$ cat config.mk
export PLATFORM = sky130hd
export DESIGN_NAME = ifetch
export DESIGN_NICKNAME = d
export VERILOG_FILES = /design/src/rtl/ifetch.sv
export SDC_FILE = /design/constraint.sdc
export NUM_CORES = 1
export LEC_CHECK = 0
export BUFFER_PORTS_ARGS = -buffer_cell sky130_fd_sc_hd__buf_2
export CAP_MARGIN = 20
export CORE_ASPECT_RATIO = 0.8
export CORE_MARGIN = 4
export CORE_UTILIZATION = 50
export CTS_CLUSTER_DIAMETER = 150
export CTS_CLUSTER_SIZE = 14
export DETAILED_ROUTE_END_ITERATION = 10
export PLACE_DENSITY_LB_ADDON = 0.25
export SKIP_LAST_GASP = 1
export SYNTH_ARGS = -nofsm -noshare
export SYNTH_HDL_FRONTEND = slang
export SYNTH_SLANG_ARGS = --single-unit
$ cat constraint.sdc
create_clock -name clk -period 3.2 [get_ports clk]
set_input_delay 0.48 -clock clk [delete_from_list [all_inputs] [get_ports clk]]
set_output_delay 0.48 -clock clk [all_outputs]
set_load 0.05 [all_outputs]
$ cat src/rtl/ifetch.sv
// Instruction fetch: sizes opcodes, gathers operands, injects BRK on NMI/IRQ.
// Optional trace counter/port pair enabled by IFETCH_TRACE_EN.
module ifetch #(
    parameter logic [15:0] PC_RESET = 16'h0000
) (
    input  logic        clk,
    input  logic        rst_n,
    input  logic        pc_load,
    input  logic [15:0] pc_in,
    input  logic        i_flag,
    input  logic        irq_n,
    input  logic        nmi_n,
    output logic        mem_rd,
    output logic [15:0] mem_addr,
    input  logic        mem_rdy,
    input  logic [7:0]  mem_rdata,
    output logic        op_valid,
    input  logic        op_ready,
    output logic [7:0]  opcode,
    output logic [15:0] operand,
    output logic [1:0]  op_len,
    output logic [15:0] op_pc,
    output logic        op_int,
    output logic        op_nmi
`ifdef IFETCH_TRACE_EN
    ,
    output logic [31:0] instr_cnt,
    output logic [15:0] trace_pc
`endif
);

    typedef enum logic [1:0] {REQ, CAP, VALID} state_t;

    state_t      state, state_nxt;
    logic [15:0] pc;
    logic [1:0]  idx;
    logic        fresh;
    logic [7:0]  b0, b1;
    logic        nmi_prev, nmi_pend;
    logic        inject, hs, done;
    logic [7:0]  op_src;
    logic [1:0]  len;

    function automatic logic [1:0] len_of(input logic [7:0] o);
        logic [1:0] l;
        l = 2'd2;
        unique case (1'b1)
            (o != 8'h00) && (o[3:2] == 2'b10) && !o[0]:
                l = 2'd1;
            (o == 8'h20) || (o[3:2] == 2'b11) || ((o[4:2] == 3'b110) && o[0]):
                l = 2'd3;
            default:
                l = 2'd2;
        endcase
        return l;
    endfunction

    // fresh marks the first REQ cycle of a new instruction; only then may an
    // interrupt pre-empt the opcode read, so a stalled request keeps its address.
    assign inject = (state == REQ) && fresh && (nmi_pend || (!irq_n && !i_flag));
    assign hs     = (state == VALID) && op_ready;
    assign op_src = (idx == 2'd0) ? mem_rdata : b0;
    assign len    = len_of(op_src);
    assign done   = ({1'b0, idx} + 3'd1) >= {1'b0, len};

    always_ff @(posedge clk or negedge rst_n) begin
        if (!rst_n) state <= REQ;
        else        state <= state_nxt;
    end

    always_comb begin
        state_nxt = state;
        if (pc_load) begin
            state_nxt = REQ;
        end else begin
            unique case (state)
                REQ:     if (inject) state_nxt = VALID;
                         else if (mem_rdy) state_nxt = CAP;
                CAP:     state_nxt = done ? VALID : REQ;
                VALID:   if (op_ready) state_nxt = REQ;
                default: state_nxt = REQ;
            endcase
        end
    end

    always_comb begin
        mem_rd   = rst_n && (state == REQ) && !inject;
        mem_addr = mem_rd ? pc + {14'b0, idx} : 16'h0000;
        op_valid = (state == VALID);
    end

    always_ff @(posedge clk or negedge rst_n) begin
        if (!rst_n) begin
            pc      <= PC_RESET;
            idx     <= 2'd0;
            fresh   <= 1'b1;
            b0      <= 8'h00;
            b1      <= 8'h00;
            opcode  <= 8'h00;
            operand <= 16'h0000;
            op_len  <= 2'd0;
            op_pc   <= 16'h0000;
            op_int  <= 1'b0;
            op_nmi  <= 1'b0;
        end else if (pc_load) begin
            pc    <= pc_in;
            idx   <= 2'd0;
            fresh <= 1'b1;
        end else begin
            unique case (state)
                REQ: begin
                    fresh <= 1'b0;
                    if (inject) begin
                        opcode  <= 8'h00;
                        operand <= 16'h0000;
                        op_len  <= 2'd0;
                        op_pc   <= pc;
                        op_int  <= 1'b1;
                        op_nmi  <= nmi_pend;
                    end
                end
                CAP: begin
                    if (idx == 2'd0) b0 <= mem_rdata;
                    if (idx == 2'd1) b1 <= mem_rdata;
                    if (!done) begin
                        idx <= idx + 2'd1;
                    end else begin
                        opcode <= op_src;
                        op_len <= len;
                        op_pc  <= pc;
                        op_int <= 1'b0;
                        op_nmi <= 1'b0;
                        unique case (idx)
                            2'd0:    operand <= 16'h0000;
                            2'd1:    operand <= {8'h00, mem_rdata};
                            default: operand <= {mem_rdata, b1};
                        endcase
                    end
                end
                VALID: begin
                    if (op_ready) begin
                        pc    <= pc + {14'b0, op_len};
                        idx   <= 2'd0;
                        fresh <= 1'b1;
                    end
                end
                default: ;
            endcase
        end
    end

    // A new falling edge outranks the clear, so an NMI during its own BRK re-arms.
    always_ff @(posedge clk or negedge rst_n) begin
        if (!rst_n) begin
            nmi_prev <= 1'b1;
            nmi_pend <= 1'b0;
        end else begin
            nmi_prev <= nmi_n;
            if (nmi_prev && !nmi_n) nmi_pend <= 1'b1;
            else if (hs && op_nmi)  nmi_pend <= 1'b0;
        end
    end

`ifdef IFETCH_TRACE_EN
    always_ff @(posedge clk or negedge rst_n) begin
        if (!rst_n) begin
            instr_cnt <= 32'd0;
            trace_pc  <= 16'h0000;
        end else if (hs) begin
            instr_cnt <= instr_cnt + 32'd1;
            trace_pc  <= op_pc;
        end
    end
`endif

endmodule

==> impl_metrics.ini <==
[outcome]
outcome = finished clean

[power]
p_leak_nw = 2.58
peakVddDrop_v = 0.000422
powerDensity_nw_per_um2 = 863

[timing]
rsz0062_at_grt = no
fin_skew_ns = 0.0106
period_needed_ns = 2.98
finalSetupTns_ns = 0
achievable-frequency_mhz = 335
slew_violations = 0
finalSetupViolCount = 0
relSlewSlack = 0.624
finalCritPeriodShare = 0.932
hold_viol_final = 0
tightest_slew_ns = 0.564

[clock_tree]
htreeDepth = 3
clk_latency_ns = 0.36
postCtsSetupBuffers = 0
cts_buffer_depth = 2
cts_tree = built
cts_root_buffer = clkbuf_8
path_clk_slew_ns = 0.09
cts.sinks = 83
cts_made_buffers = 9

[worst_setup_path]
startpoint_type = register
worstSetupPathType = register to register
cp_max_fo = 16
r2r_end = operand[0]$_DFFE_PN0P_
reg2reg_from = idx[1]$_DFFE_PN0P_
crit_path_max_incr_delay_ns = 0.48
required_ns = 3.45
crit_family = adder cells
r2r_slack_ns = 0.22
cp_slowest_cell = fa_1
startpoint = idx[1]$_DFFE_PN0P_
end_kind = register
cp_num_buf_inv = 4
rr_worst_depth = 11
cp.arrival_ns = 3.23
crit_top_cell = buf_4
path_cells = inv_1 > ha_2 > buf_4 > a21boi_2 > buf_4 > nor2_1 > fa_1 > a311o_1 > and3_1 > buf_12 > mux2_4

[finish]
area_growth_pct = 19.0
fin_util = 0.616
fin_nets = 538
fillers = 738
stdcell_count = 612
n_antenna_cell = 0
drive_gt1_frac = 0.376

[die]
die_height_um = 92.4
initial_core_util = 0.518
fp-row-count = 30
ios = 94
core_area_um2 = 8600
die_x_um = 114
dieArea_um2 = 10500

[place]
dpl.cell_count = 595
numPortBuffers = 93
gp_congestion = 0.904
hpwl_mm = 7.69

[yosys]
yosys.area.top_type = dfrtp_1
synthCells = 401
yosysWarningCount = 0
synth_common_cells = dfrtp_1, mux2_2, nor2_1, nand2_1, inv_1
postSynthAreaPerCell_um2 = 11.1
ys_seq_area_frac = 0.467
synth_enable_flop_cells = 0
async_flop_share = 1.00
yosysTopAreaCellShare = 0.455
synthTopCellsByArea = dfrtp_1, mux2_2, mux2_4
syn_nets = 444
ys_ff_latch = 83
ys.flop_type = dfrtp_1
synth.most_common_cell = dfrtp_1
synth_cell_types = 58
netlist_area_um2 = 4450

[detailed_routing]
drc_errors = 0
wirelength_mm = 10.5
detail-route-antenna-nets = 0
drt_pass1_iterations = 4
drt_iter0_drc = 142
num_vias = 3411
post_drt_wl_per_cell_um = 17.2
drt-vias-per-instance = 5.57

[grt]
overflow = 0
groute.usage.overall = 0.207
antenna_found_initial = 0
first_global_vias = 3382
grt_pass1_wl_mm = 17.2
grt_max_degree = 84

[job]
max_cap_viol_count = 0

[worst_hold_path]
hp-class = input pin to asynchronous set/reset pin
## kinds of logic (layout without fill, tap and decap cells)
group                      count (synthesis)  in the layout  synth area share
AOI/OAI and AO/OA                         55             55            0.0879
adders and majority gates                 11             11            0.0360
DFF                                       83             83             0.467
xor gates and xnor gates                  22             22            0.0433
buffers and inverters                     46            145            0.0506
muxes                                     64             64             0.168
and+or+nand+nor                          120            120             0.147
## power by group
| part | internal [mW] | switching (mW) | total [mW] |
|---|---|---|---|
| clock | 0.452 | 0.416 | 0.868 |
| sequential | 1.34 | 0.213 | 1.55 |
| combinational | 0.789 | 1.37 | 2.16 |
| total | 2.58 | 2.00 | 4.58 |
## sequential cells by signal (all words and copies together), names as in the netlist, 2 cells and up
register and count:
op_pc 16, operand 16, pc 16, b0 8
b1 8, opcode 8, idx 2, op_len 2
state 2
## worst max-delay path by stage
stage | endpoint | depth (start not counted)
after global routing | operand[0]$_DFFE_PN0P_ | 11
after floorplan | opcode[5]$_DFFE_PN0P_ | 14
final | operand[0]$_DFFE_PN0P_ | 11
after global placement | operand[3]$_DFFE_PN0P_ | 11
after detailed placement | opcode[5]$_DFFE_PN0P_ | 12
after CTS | opcode[5]$_DFFE_PN0P_ | 12
## cell type report
cell class / instances / area, µm² / area share
inverter: 20 / 75.1 / 0.0142
clock buffer: 9 / 124 / 0.0234
timing repair buffer: 109 / 621 / 0.117
tap: 112 / 140 / 0.0264
clock inverter: 7 / 105 / 0.0198
multi-input combinational: 272 / 2150 / 0.407
sequential: 83 / 2080 / 0.392
## repair_timing
action | in CTS | in global routing
resized for setup | 0 | 3
hold buffers | 0 | 0
endpoints found under the setup margin | 0 | 32
## per-layer routing
layer	vias up	GRT usage	wire length, µm
li1	1603	-	-
met1	1693	0.306	5040
met2	106	0.304	4650
met3	9	0.0529	726
met4	0	0.0501	108
met5	-	0	0
## layout by cell type (no fill, tap or decap), types with 3 or more instances in the layout
cell / netlist / layout
a21oi_1: 5 / 5
a22o_1: 8 / 8
a31oi_1: 4 / 4
a32o_1: 3 / 3
and2_1: 6 / 6
and3_1: 7 / 7
buf_2: 12 / 92
buf_4: 1 / 15
clkbuf_8: 0 / 9
dfrtp_1: 81 / 81
fa_1: 3 / 3
ha_1: 8 / 7
inv_1: 19 / 19
mux2_2: 38 / 38
mux2_4: 12 / 12
mux2i_1: 14 / 14
nand2_1: 26 / 26
nand3_1: 10 / 10
nand4_1: 8 / 8
nor2_1: 27 / 27
nor2b_1: 3 / 3
nor3_1: 5 / 5
nor4_1: 3 / 3
nor4b_1: 4 / 4
o21ai_0: 17 / 17
o2bb2ai_1: 3 / 3
or3_1: 5 / 5
xnor2_1: 8 / 8
xor2_1: 14 / 14
## stage by stage
stage | worst slack (ns) | instance area (µm²) | power [mW] | hold WS (ns)
floorplan | 0.0152 | 4450 | 3.17 | 0.184
global placement | 0.194 | 5040 | 3.66 | 0.474
detailed placement | 0.0999 | 5040 | 3.71 | 0.472
CTS | 0.0901 | 5270 | 4.59 | 0.218
global route | 0.0531 | 5300 | 4.83 | 0.0643
finish | 0.217 | 5300 | 4.58 | 0.0631
(Power assumes the default switching activity.)
